===== src/rtl/lsu_sram_ctrl_pkg.sv =====
// Shared definitions for the load/store unit SRAM controller.
//   lsu_state_e    : controller FSM states
//   F3_*           : load/store width encodings carried on funct3
//   TIMEOUT        : wait-counter value at which a missing ack becomes a bus error
//   SRAM_AW        : SRAM word-address width
//   f3_legal       : funct3 names a supported access width
//   addr_aligned   : byte address is naturally aligned for the access width
package lsu_pkg;

    typedef enum logic [1:0] {
        ST_IDLE,
        ST_ACCESS,
        ST_DONE
    } lsu_state_e;

    localparam logic [2:0] F3_B  = 3'b000;
    localparam logic [2:0] F3_H  = 3'b001;
    localparam logic [2:0] F3_W  = 3'b010;
    localparam logic [2:0] F3_BU = 3'b100;
    localparam logic [2:0] F3_HU = 3'b101;

    localparam logic [3:0] TIMEOUT = 4'd15;

    localparam int unsigned SRAM_AW = 18;

    function automatic logic f3_legal(input logic [2:0] f3);
        logic ok;
        case (f3)
            F3_B, F3_H, F3_W, F3_BU, F3_HU: ok = 1'b1;
            default:                        ok = 1'b0;
        endcase
        return ok;
    endfunction

    function automatic logic addr_aligned(input logic [2:0] f3, input logic [1:0] lo);
        logic ok;
        case (f3)
            F3_H, F3_HU: ok = (lo[0] == 1'b0);
            F3_W:        ok = (lo == 2'b00);
            default:     ok = 1'b1;
        endcase
        return ok;
    endfunction

endpackage


===== src/rtl/lsu_sram_ctrl_if.sv =====
// SRAM-side bus of the LSU controller.
//   o_sram_req   : access request, held until ack
//   o_sram_we    : 1 = write
//   o_sram_addr  : word address
//   o_sram_wdata : lane-replicated write data
//   o_sram_bmask : byte-lane write enables
//   i_sram_ack   : access accepted / read data valid
//   i_sram_rdata : read data
// Modport master is the controller, slave is the SRAM.
interface lsu_sram_ctrl_if;
    import lsu_pkg::*;

    logic               o_sram_req;
    logic               o_sram_we;
    logic [SRAM_AW-1:0] o_sram_addr;
    logic [31:0]        o_sram_wdata;
    logic [3:0]         o_sram_bmask;
    logic               i_sram_ack;
    logic [31:0]        i_sram_rdata;

    modport master (
        output o_sram_req, o_sram_we, o_sram_addr, o_sram_wdata, o_sram_bmask,
        input  i_sram_ack, i_sram_rdata
    );

    modport slave (
        input  o_sram_req, o_sram_we, o_sram_addr, o_sram_wdata, o_sram_bmask,
        output i_sram_ack, i_sram_rdata
    );
endinterface


===== src/rtl/lsu_sram_ctrl_ld_align.sv =====
// Load data alignment and extension (combinational).
//   i_rdata   : raw 32-bit SRAM word
//   i_addr_lo : byte offset within the word
//   i_funct3  : access width / signedness
//   o_data    : selected byte/half, sign- or zero-extended; full word for W
module lsu_ld_align
    import lsu_pkg::*;
(
    input  logic [31:0] i_rdata,
    input  logic [1:0]  i_addr_lo,
    input  logic [2:0]  i_funct3,
    output logic [31:0] o_data
);

    logic [7:0]  byte_sel;
    logic [15:0] half_sel;

    always_comb begin
        case (i_addr_lo)
            2'd0:    byte_sel = i_rdata[7:0];
            2'd1:    byte_sel = i_rdata[15:8];
            2'd2:    byte_sel = i_rdata[23:16];
            default: byte_sel = i_rdata[31:24];
        endcase

        half_sel = i_addr_lo[1] ? i_rdata[31:16] : i_rdata[15:0];

        case (i_funct3)
            F3_B:    o_data = {{24{byte_sel[7]}}, byte_sel};
            F3_BU:   o_data = {24'h000000, byte_sel};
            F3_H:    o_data = {{16{half_sel[15]}}, half_sel};
            F3_HU:   o_data = {16'h0000, half_sel};
            default: o_data = i_rdata;
        endcase
    end

endmodule


===== src/rtl/lsu_sram_ctrl.sv =====
// MEM-stage load/store controller driving a single-port SRAM with
// request/ack handshake and a bounded wait.
//   i_clk, i_rst_n       : clock, synchronous active-low reset
//   i_req, i_we          : load/store present this cycle, 1 = store
//   i_funct3             : access width / signedness
//   i_addr, i_wdata      : byte address, store data
//   o_stall              : hold pipeline registers
//   o_ld_data            : extended load result (held until next completion)
//   o_done               : one-cycle completion pulse
//   o_misaligned         : alignment fault (combinational, request cycle)
//   o_bus_err            : SRAM did not ack in time (valid with o_done)
//   sram                 : SRAM bus (master side)
module lsu_sram_ctrl
    import lsu_pkg::*;
(
    input  logic                  i_clk,
    input  logic                  i_rst_n,
    input  logic                  i_req,
    input  logic                  i_we,
    input  logic [2:0]            i_funct3,
    input  logic [31:0]           i_addr,
    input  logic [31:0]           i_wdata,
    output logic                  o_stall,
    output logic [31:0]           o_ld_data,
    output logic                  o_done,
    output logic                  o_misaligned,
    output logic                  o_bus_err,
    lsu_sram_ctrl_if.master       sram
);

    lsu_state_e  state_q, state_d;
    logic [19:0] addr_q, addr_d;
    logic        we_q, we_d;
    logic [2:0]  f3_q, f3_d;
    logic [31:0] wdata_q, wdata_d;
    logic [3:0]  bmask_q, bmask_d;
    logic [3:0]  cnt_q, cnt_d;
    logic [31:0] ld_data_q, ld_data_d;
    logic        bus_err_q, bus_err_d;
    logic        done_q, done_d;
    logic        sram_req_q, sram_req_d;

    logic        req_ok;
    logic        start;
    logic        misaligned;
    logic [31:0] lane_wdata;
    logic [3:0]  lane_bmask;
    logic [31:0] ld_ext;

    // Only the SRAM-visible address bits are kept.
    logic        unused_addr_hi;
    assign unused_addr_hi = ^i_addr[31:20];

    lsu_ld_align u_ld_align (
        .i_rdata   (sram.i_sram_rdata),
        .i_addr_lo (addr_q[1:0]),
        .i_funct3  (f3_q),
        .o_data    (ld_ext)
    );

    always_comb begin
        case (i_funct3)
            F3_B, F3_BU: begin
                lane_wdata = {4{i_wdata[7:0]}};
                lane_bmask = 4'b0001 << i_addr[1:0];
            end
            F3_H, F3_HU: begin
                lane_wdata = {2{i_wdata[15:0]}};
                lane_bmask = i_addr[1] ? 4'b1100 : 4'b0011;
            end
            default: begin
                lane_wdata = i_wdata;
                lane_bmask = 4'b1111;
            end
        endcase
    end

    always_comb begin
        req_ok     = (state_q == ST_IDLE) && i_req && f3_legal(i_funct3);
        start      = req_ok && addr_aligned(i_funct3, i_addr[1:0]);
        misaligned = req_ok && !addr_aligned(i_funct3, i_addr[1:0]);

        state_d   = state_q;
        addr_d    = addr_q;
        we_d      = we_q;
        f3_d      = f3_q;
        wdata_d   = wdata_q;
        bmask_d   = bmask_q;
        cnt_d     = cnt_q;
        ld_data_d = ld_data_q;
        bus_err_d = 1'b0;

        case (state_q)
            ST_IDLE: begin
                if (start) begin
                    state_d = ST_ACCESS;
                    addr_d  = i_addr[19:0];
                    we_d    = i_we;
                    f3_d    = i_funct3;
                    wdata_d = lane_wdata;
                    bmask_d = lane_bmask;
                    cnt_d   = '0;
                end
            end
            ST_ACCESS: begin
                if (sram.i_sram_ack) begin
                    state_d = ST_DONE;
                    if (!we_q) begin
                        ld_data_d = ld_ext;
                    end
                end else if (cnt_q == TIMEOUT - 4'd1) begin
                    // The counter reaches TIMEOUT on this edge: the access has
                    // spent TIMEOUT cycles without an ack. Ack has priority above.
                    state_d   = ST_DONE;
                    cnt_d     = TIMEOUT;
                    bus_err_d = 1'b1;
                    ld_data_d = '0;
                end else begin
                    cnt_d = cnt_q + 4'd1;
                end
            end
            default: begin
                // DONE: a held i_req is the instruction just completed.
                state_d = ST_IDLE;
            end
        endcase

        sram_req_d = (state_d == ST_ACCESS);
        done_d     = (state_d == ST_DONE);
    end

    always_ff @(posedge i_clk) begin
        if (!i_rst_n) begin
            state_q    <= ST_IDLE;
            addr_q     <= '0;
            we_q       <= 1'b0;
            f3_q       <= '0;
            wdata_q    <= '0;
            bmask_q    <= '0;
            cnt_q      <= '0;
            ld_data_q  <= '0;
            bus_err_q  <= 1'b0;
            done_q     <= 1'b0;
            sram_req_q <= 1'b0;
        end else begin
            state_q    <= state_d;
            addr_q     <= addr_d;
            we_q       <= we_d;
            f3_q       <= f3_d;
            wdata_q    <= wdata_d;
            bmask_q    <= bmask_d;
            cnt_q      <= cnt_d;
            ld_data_q  <= ld_data_d;
            bus_err_q  <= bus_err_d;
            done_q     <= done_d;
            sram_req_q <= sram_req_d;
        end
    end

    assign o_stall      = start || (state_q == ST_ACCESS);
    assign o_misaligned = misaligned;
    assign o_ld_data    = ld_data_q;
    assign o_done       = done_q;
    assign o_bus_err    = bus_err_q;

    assign sram.o_sram_req   = sram_req_q;
    assign sram.o_sram_we    = we_q;
    assign sram.o_sram_addr  = addr_q[19:2];
    assign sram.o_sram_wdata = wdata_q;
    assign sram.o_sram_bmask = bmask_q;

endmodule


===== src/flat_wrapper.sv =====
// flat-port wrapper written by rule: the top's interface ports become plain ports
module lsu_sram_ctrl_flat import lsu_pkg::*;
  (i_clk, i_rst_n, i_req, i_we, i_funct3, i_addr, i_wdata, o_stall, o_ld_data, o_done, o_misaligned, o_bus_err, sram_o_sram_req, sram_o_sram_we, sram_o_sram_addr, sram_o_sram_wdata, sram_o_sram_bmask, sram_i_sram_ack, sram_i_sram_rdata);
  lsu_sram_ctrl_if sram_i ();
  input  logic i_clk;
  input  logic i_rst_n;
  input  logic i_req;
  input  logic i_we;
  input  logic [2:0] i_funct3;
  input  logic [31:0] i_addr;
  input  logic [31:0] i_wdata;
  output logic o_stall;
  output logic [31:0] o_ld_data;
  output logic o_done;
  output logic o_misaligned;
  output logic o_bus_err;
  output wire logic [$bits(sram_i.o_sram_req)-1:0] sram_o_sram_req;
  output wire logic [$bits(sram_i.o_sram_we)-1:0] sram_o_sram_we;
  output wire logic [$bits(sram_i.o_sram_addr)-1:0] sram_o_sram_addr;
  output wire logic [$bits(sram_i.o_sram_wdata)-1:0] sram_o_sram_wdata;
  output wire logic [$bits(sram_i.o_sram_bmask)-1:0] sram_o_sram_bmask;
  input wire logic [$bits(sram_i.i_sram_ack)-1:0] sram_i_sram_ack;
  input wire logic [$bits(sram_i.i_sram_rdata)-1:0] sram_i_sram_rdata;
  assign sram_o_sram_req = sram_i.o_sram_req;
  assign sram_o_sram_we = sram_i.o_sram_we;
  assign sram_o_sram_addr = sram_i.o_sram_addr;
  assign sram_o_sram_wdata = sram_i.o_sram_wdata;
  assign sram_o_sram_bmask = sram_i.o_sram_bmask;
  assign sram_i.i_sram_ack = sram_i_sram_ack;
  assign sram_i.i_sram_rdata = sram_i_sram_rdata;
  lsu_sram_ctrl u_core (.i_clk(i_clk), .i_rst_n(i_rst_n), .i_req(i_req), .i_we(i_we), .i_funct3(i_funct3), .i_addr(i_addr), .i_wdata(i_wdata), .o_stall(o_stall), .o_ld_data(o_ld_data), .o_done(o_done), .o_misaligned(o_misaligned), .o_bus_err(o_bus_err), .sram(sram_i));
endmodule

===== config.mk =====
export PLATFORM = sky130hd
export DESIGN_NAME = lsu_sram_ctrl_flat
export DESIGN_NICKNAME = d
export VERILOG_FILES = /design/src/rtl/lsu_sram_ctrl_pkg.sv /design/src/rtl/lsu_sram_ctrl_if.sv /design/src/rtl/lsu_sram_ctrl_ld_align.sv /design/src/rtl/lsu_sram_ctrl.sv /design/src/flat_wrapper.sv
export SDC_FILE = /design/constraint.sdc
export NUM_CORES = 1
export LEC_CHECK = 0
export CORE_MARGIN = 1
export CORE_UTILIZATION = 44
export CTS_BUF_LIST = sky130_fd_sc_hd__clkbuf_4
export DETAILED_ROUTE_END_ITERATION = 8
export PLACE_DENSITY = 0.82
export SYNTH_ARGS = -nofsm -noshare
export SYNTH_HDL_FRONTEND = slang
export SYNTH_SLANG_ARGS = --single-unit

===== constraint.sdc =====
create_clock -name i_clk -period 1.9 [get_ports i_clk]
set_input_delay 0.19 -clock i_clk [delete_from_list [all_inputs] [get_ports i_clk]]
set_output_delay 0.19 -clock i_clk [all_outputs]
set_load 0.02 [all_outputs]

==> flow_summary.json, run 1 <==
{
  "outcome": "completed",
  "numPortBuffers": 183,
  "start_util_pct": 45.5,
  "syn_inst": 526,
  "fin_setup_tns_ns": 0,
  "maxCapViolCount": 0,
  "grt_pass1_vias": 4265,
  "num-nets-final": 796,
  "grt_use_met2_pct": 41.5,
  "worstHoldPathType": "input port to flip-flop",
  "combinationalPowerShare_pct": 22.5,
  "netlist_area_um2": 4720,
  "finalCritPeriodShare_pct": 94.8,
  "worstSetupEndpointType": "output port",
  "cts.htree.levels": 3,
  "dp.cells": 813,
  "cts-root-buf": "clkbuf_4",
  "drc": 0,
  "relSlewSlack_pct": 62.1,
  "row_count": 37,
  "core_um2": 10400,
  "grt-busiest-layer": "met2",
  "fin_util_pct": 65.6,
  "globalRouteMet3Util_pct": 7.61,
  "syn_avg_cell_area_um2": 8.97,
  "power_per_cell_area_nw_per_um2": 657,
  "clock_path_buffers": 2,
  "antenna_left": 0,
  "dr_total_vias": 4530,
  "via_per_inst": 5.45,
  "hold_viol": 0,
  "diodes": 0,
  "cp.buffers_inverters": 2,
  "setup_viol": 0,
  "grt_max_degree": 46,
  "async_flop_share_pct": 0,
  "gr-usage-met1_pct": 28.6,
  "p_clk_share_pct": 26.5,
  "cp_top_family": "buffers and inverters",
  "critPathRequiredTime_ns": 1.71,
  "place_hpwl_mm": 10.4,
  "p_sw_mw": 1.31,
  "crit_fanout": 5,
  "critPathMaxStageDelay_ns": 0.39,
  "cts_hold_buf": 0,
  "grt_overflow_total": 0,
  "rsz0062_at_grt": "no",
  "synth_edf_count": 0,
  "first_pass_iters": 4,
  "setup_slack_ns": 0.0996,
  "skew_ns": 0.0268,
  "seq_power_share_pct": 51.0,
  "p_int_mw": 3.16,
  "grt.total_usage_pct": 24.1,
  "area_delta_synth_final_pct": 44.1,
  "grt_pass1_wl_mm": 21.2,
  "period_minus_slack_ns": 1.80,
  "cpMaxStageDelayCell": "dfxtp_1",
  "drv_slew": 0,
  "wl_per_cell_um": 16.6,
  "tightest_slew_ns": 0.567,
  "clk_pin_slew_ns": 0.16,
  "yosysSeqAreaShare_pct": 42.8,
  "die_w_um": 106,
  "routed_wl_mm": 13.8,
  "numCtsBuffers": 9,
  "syn-num-nets": 632,
  "yosysWarningCount": 0,
  "drt_iter0_drc": 246,
  "hold_slack_ns": 0.267,
  "irDropWorstVdd_uv": 362,
  "max_freq_ghz": 0.555,
  "place_worst_setup_slack_ns": -0.239,
  "worst-endpoint-arrival_ns": 1.61,
  "drive_above_1_share_pct": 9.64,
  "switching_share_pct": 29.3,
  "antenna_found_initial": 0,
  "p_leak_nw": 2.75,
  "finalNonFillerCells": 831,
  "cp-start-kind": "flip-flop",
  "crit_chain": "nor3b_2 > buf_4 > and2_1 > clkdlybuf4s15_2",
  "synthFlopType": "dfxtp_1",
  "crit_type": "flip-flop to output port",
  "synth_cell_type_count": 50,
  "cts_tree": "built",
  "die-area_um2": 11100,
  "die_h_um": 106,
  "ys_ff_latch": 101,
  "clk_latency_ns": 0.45,
  "gp_congestion": 0.831,
  "cts_num_sinks": 101,
  "io_pins": 196
}
## path summary, 6_finish.rpt
kind	from	to	slack (ns)	depth (start not counted)
setup reg to reg	u_core.cnt_q[0]$_SDFFE_PN0P_	u_core.o_ld_data[19]$_SDFFE_PN0P_	0.14	6
hold reg to reg	u_core.sram.o_sram_wdata[25]$_SDFFE_PN0P_	u_core.sram.o_sram_wdata[25]$_SDFFE_PN0P_	0.46	2
hold / removal	i_rst_n	u_core.sram.o_sram_bmask[0]$_SDFFE_PN0P_	0.27	3
setup / recovery	u_core.state_q[1]$_SDFF_PN0_	o_misaligned	0.1	4
## sequential cells by signal (all words and copies together), names as in the netlist
name and cells:
u_core.sram.o_sram_req 1, u_core.f3_q 3, u_core.state_q 2, u_core.sram.o_sram_wdata 32, u_core.sram.o_sram_we 1, u_core.o_done 1
u_core.cnt_q 4, u_core.sram.o_sram_bmask 4, u_core.o_ld_data 32, u_core.addr_q 20, u_core.o_bus_err 1
## routing by layer
metal / wire length [um] / vias to the layer above
li1: - / 2180
met1: 5730 / 2136
met2: 6680 / 191
met3: 1130 / 23
met4: 257 / 0
met5: 0 / -
## cell usage in the layout, fill, tap and decap left out, types with 2 or more instances in the layout
cell type | Yosys | routed
a21boi_1 | 43 | 43
o21ai_1 | 5 | 5
o21a_1 | 5 | 4
clkinv_4 | 0 | 2
mux2_2 | 5 | 5
and2_4 | 1 | 2
nand2_1 | 111 | 111
a21boi_0 | 8 | 8
nor2_1 | 12 | 12
o21ai_0 | 30 | 30
nor3_1 | 5 | 5
and3_1 | 4 | 4
buf_12 | 0 | 3
a221o_1 | 16 | 16
inv_6 | 0 | 3
inv_1 | 4 | 4
nor2b_1 | 2 | 2
o211ai_1 | 2 | 2
a21oi_1 | 10 | 10
mux2_1 | 4 | 4
clkdlybuf4s15_2 | 0 | 2
a221oi_1 | 3 | 3
clkdlybuf4s50_1 | 0 | 180
a22o_1 | 4 | 4
clkbuf_4 | 0 | 9
mux2i_1 | 19 | 19
nand3_1 | 14 | 14
nand2b_1 | 4 | 4
dfxtp_1 | 101 | 100
ha_1 | 2 | 2
o211a_1 | 21 | 21
buf_4 | 19 | 26
o2bb2ai_1 | 9 | 9
## final cells by class
class,count,area [um^2]
clock buffers,9,67.6
fillers,862,3570
multi-input cells,361,2360
repair buffers,212,2080
well taps,136,170
flip-flops and latches,101,2020
clock inverters,7,78.8
inverters,5,18.8
## worst register-to-register path, cell delays in order (launching register included)
cell and delay, ns:
dfxtp_1 0.38, inv_1 0.07, ha_1 0.19, and3_1 0.31
a21oi_4 0.11, and2_4 0.24, a221o_1 0.36
## through the flow
stage | instance area [um^2] | power (mW)
6_report | 6800 | 4.47
2_1_floorplan | 4720 | 2.82
3_3_place_gp | 6610 | 3.29
4_1_cts | 6770 | 4.49
3_5_place_dp | 6610 | 3.32
5_1_grt | 6800 | 4.66
## cell families (layout without fill, tap and decap cells)
family                   count (synthesis)  count (layout)  share of synthesized area (%)
AO/OA/AOI/OAI                          164             164                           26.2
adder cells (fa/ha/maj)                  2               2                          0.530
buffers and inverters                   65             233                           7.82
flip-flops                             101             101                           42.8
multiplexers                            29              29                           6.65
AND/OR/NAND/NOR                        165             166                           16.0
## Yosys cell counts (5+ instances only)
cell type | instances | area, um^2
buf_4 | 19 | 143
buf_6 | 5 | 56.3
nand2_1 | 111 | 417
dfxtp_1 | 101 | 2020
a21boi_0 | 8 | 60.1
a221o_1 | 16 | 160
o2bb2ai_1 | 9 | 78.8
mux2_2 | 5 | 56.3
mux2i_1 | 19 | 190
buf_2 | 13 | 65.1
nor3_1 | 5 | 25.0
a21boi_1 | 43 | 323
o211a_1 | 21 | 210
a21oi_1 | 10 | 50.1
o21ai_0 | 30 | 150
clkbuf_1 | 23 | 86.3
o21ai_1 | 5 | 25.0
o21a_1 | 5 | 37.5
nor2_1 | 12 | 45.0
nand3_1 | 14 | 70.1
## repair_timing
| item | CTS | global route |
|---|---|---|
| pin swaps | 0 | 1 |
| setup endpoints to repair | 2 | 26 |
| setup buffers | 0 | 1 |
| gates resized for setup | 7 | 3 |
| cloned | 0 | 1 |
## power by group through the flow
stage	Sequential (mW)	Combinational (mW)	Clock [mW]
after floorplan	2.40	0.423	0
after global placement	2.32	0.975	0
after detailed placement	2.32	0.993	0
after CTS	2.28	0.998	1.21
after global routing	2.29	1.07	1.30
final	2.28	1.00	1.18
No activity file was read; power rests on OpenSTA's default activity.
==> run 2, diff against run 1 <==
SLEW_MARGIN = 10   (was default)
==> results of run 2 <==
No change in the layout: final DEF, timing and power equal those of run 1.
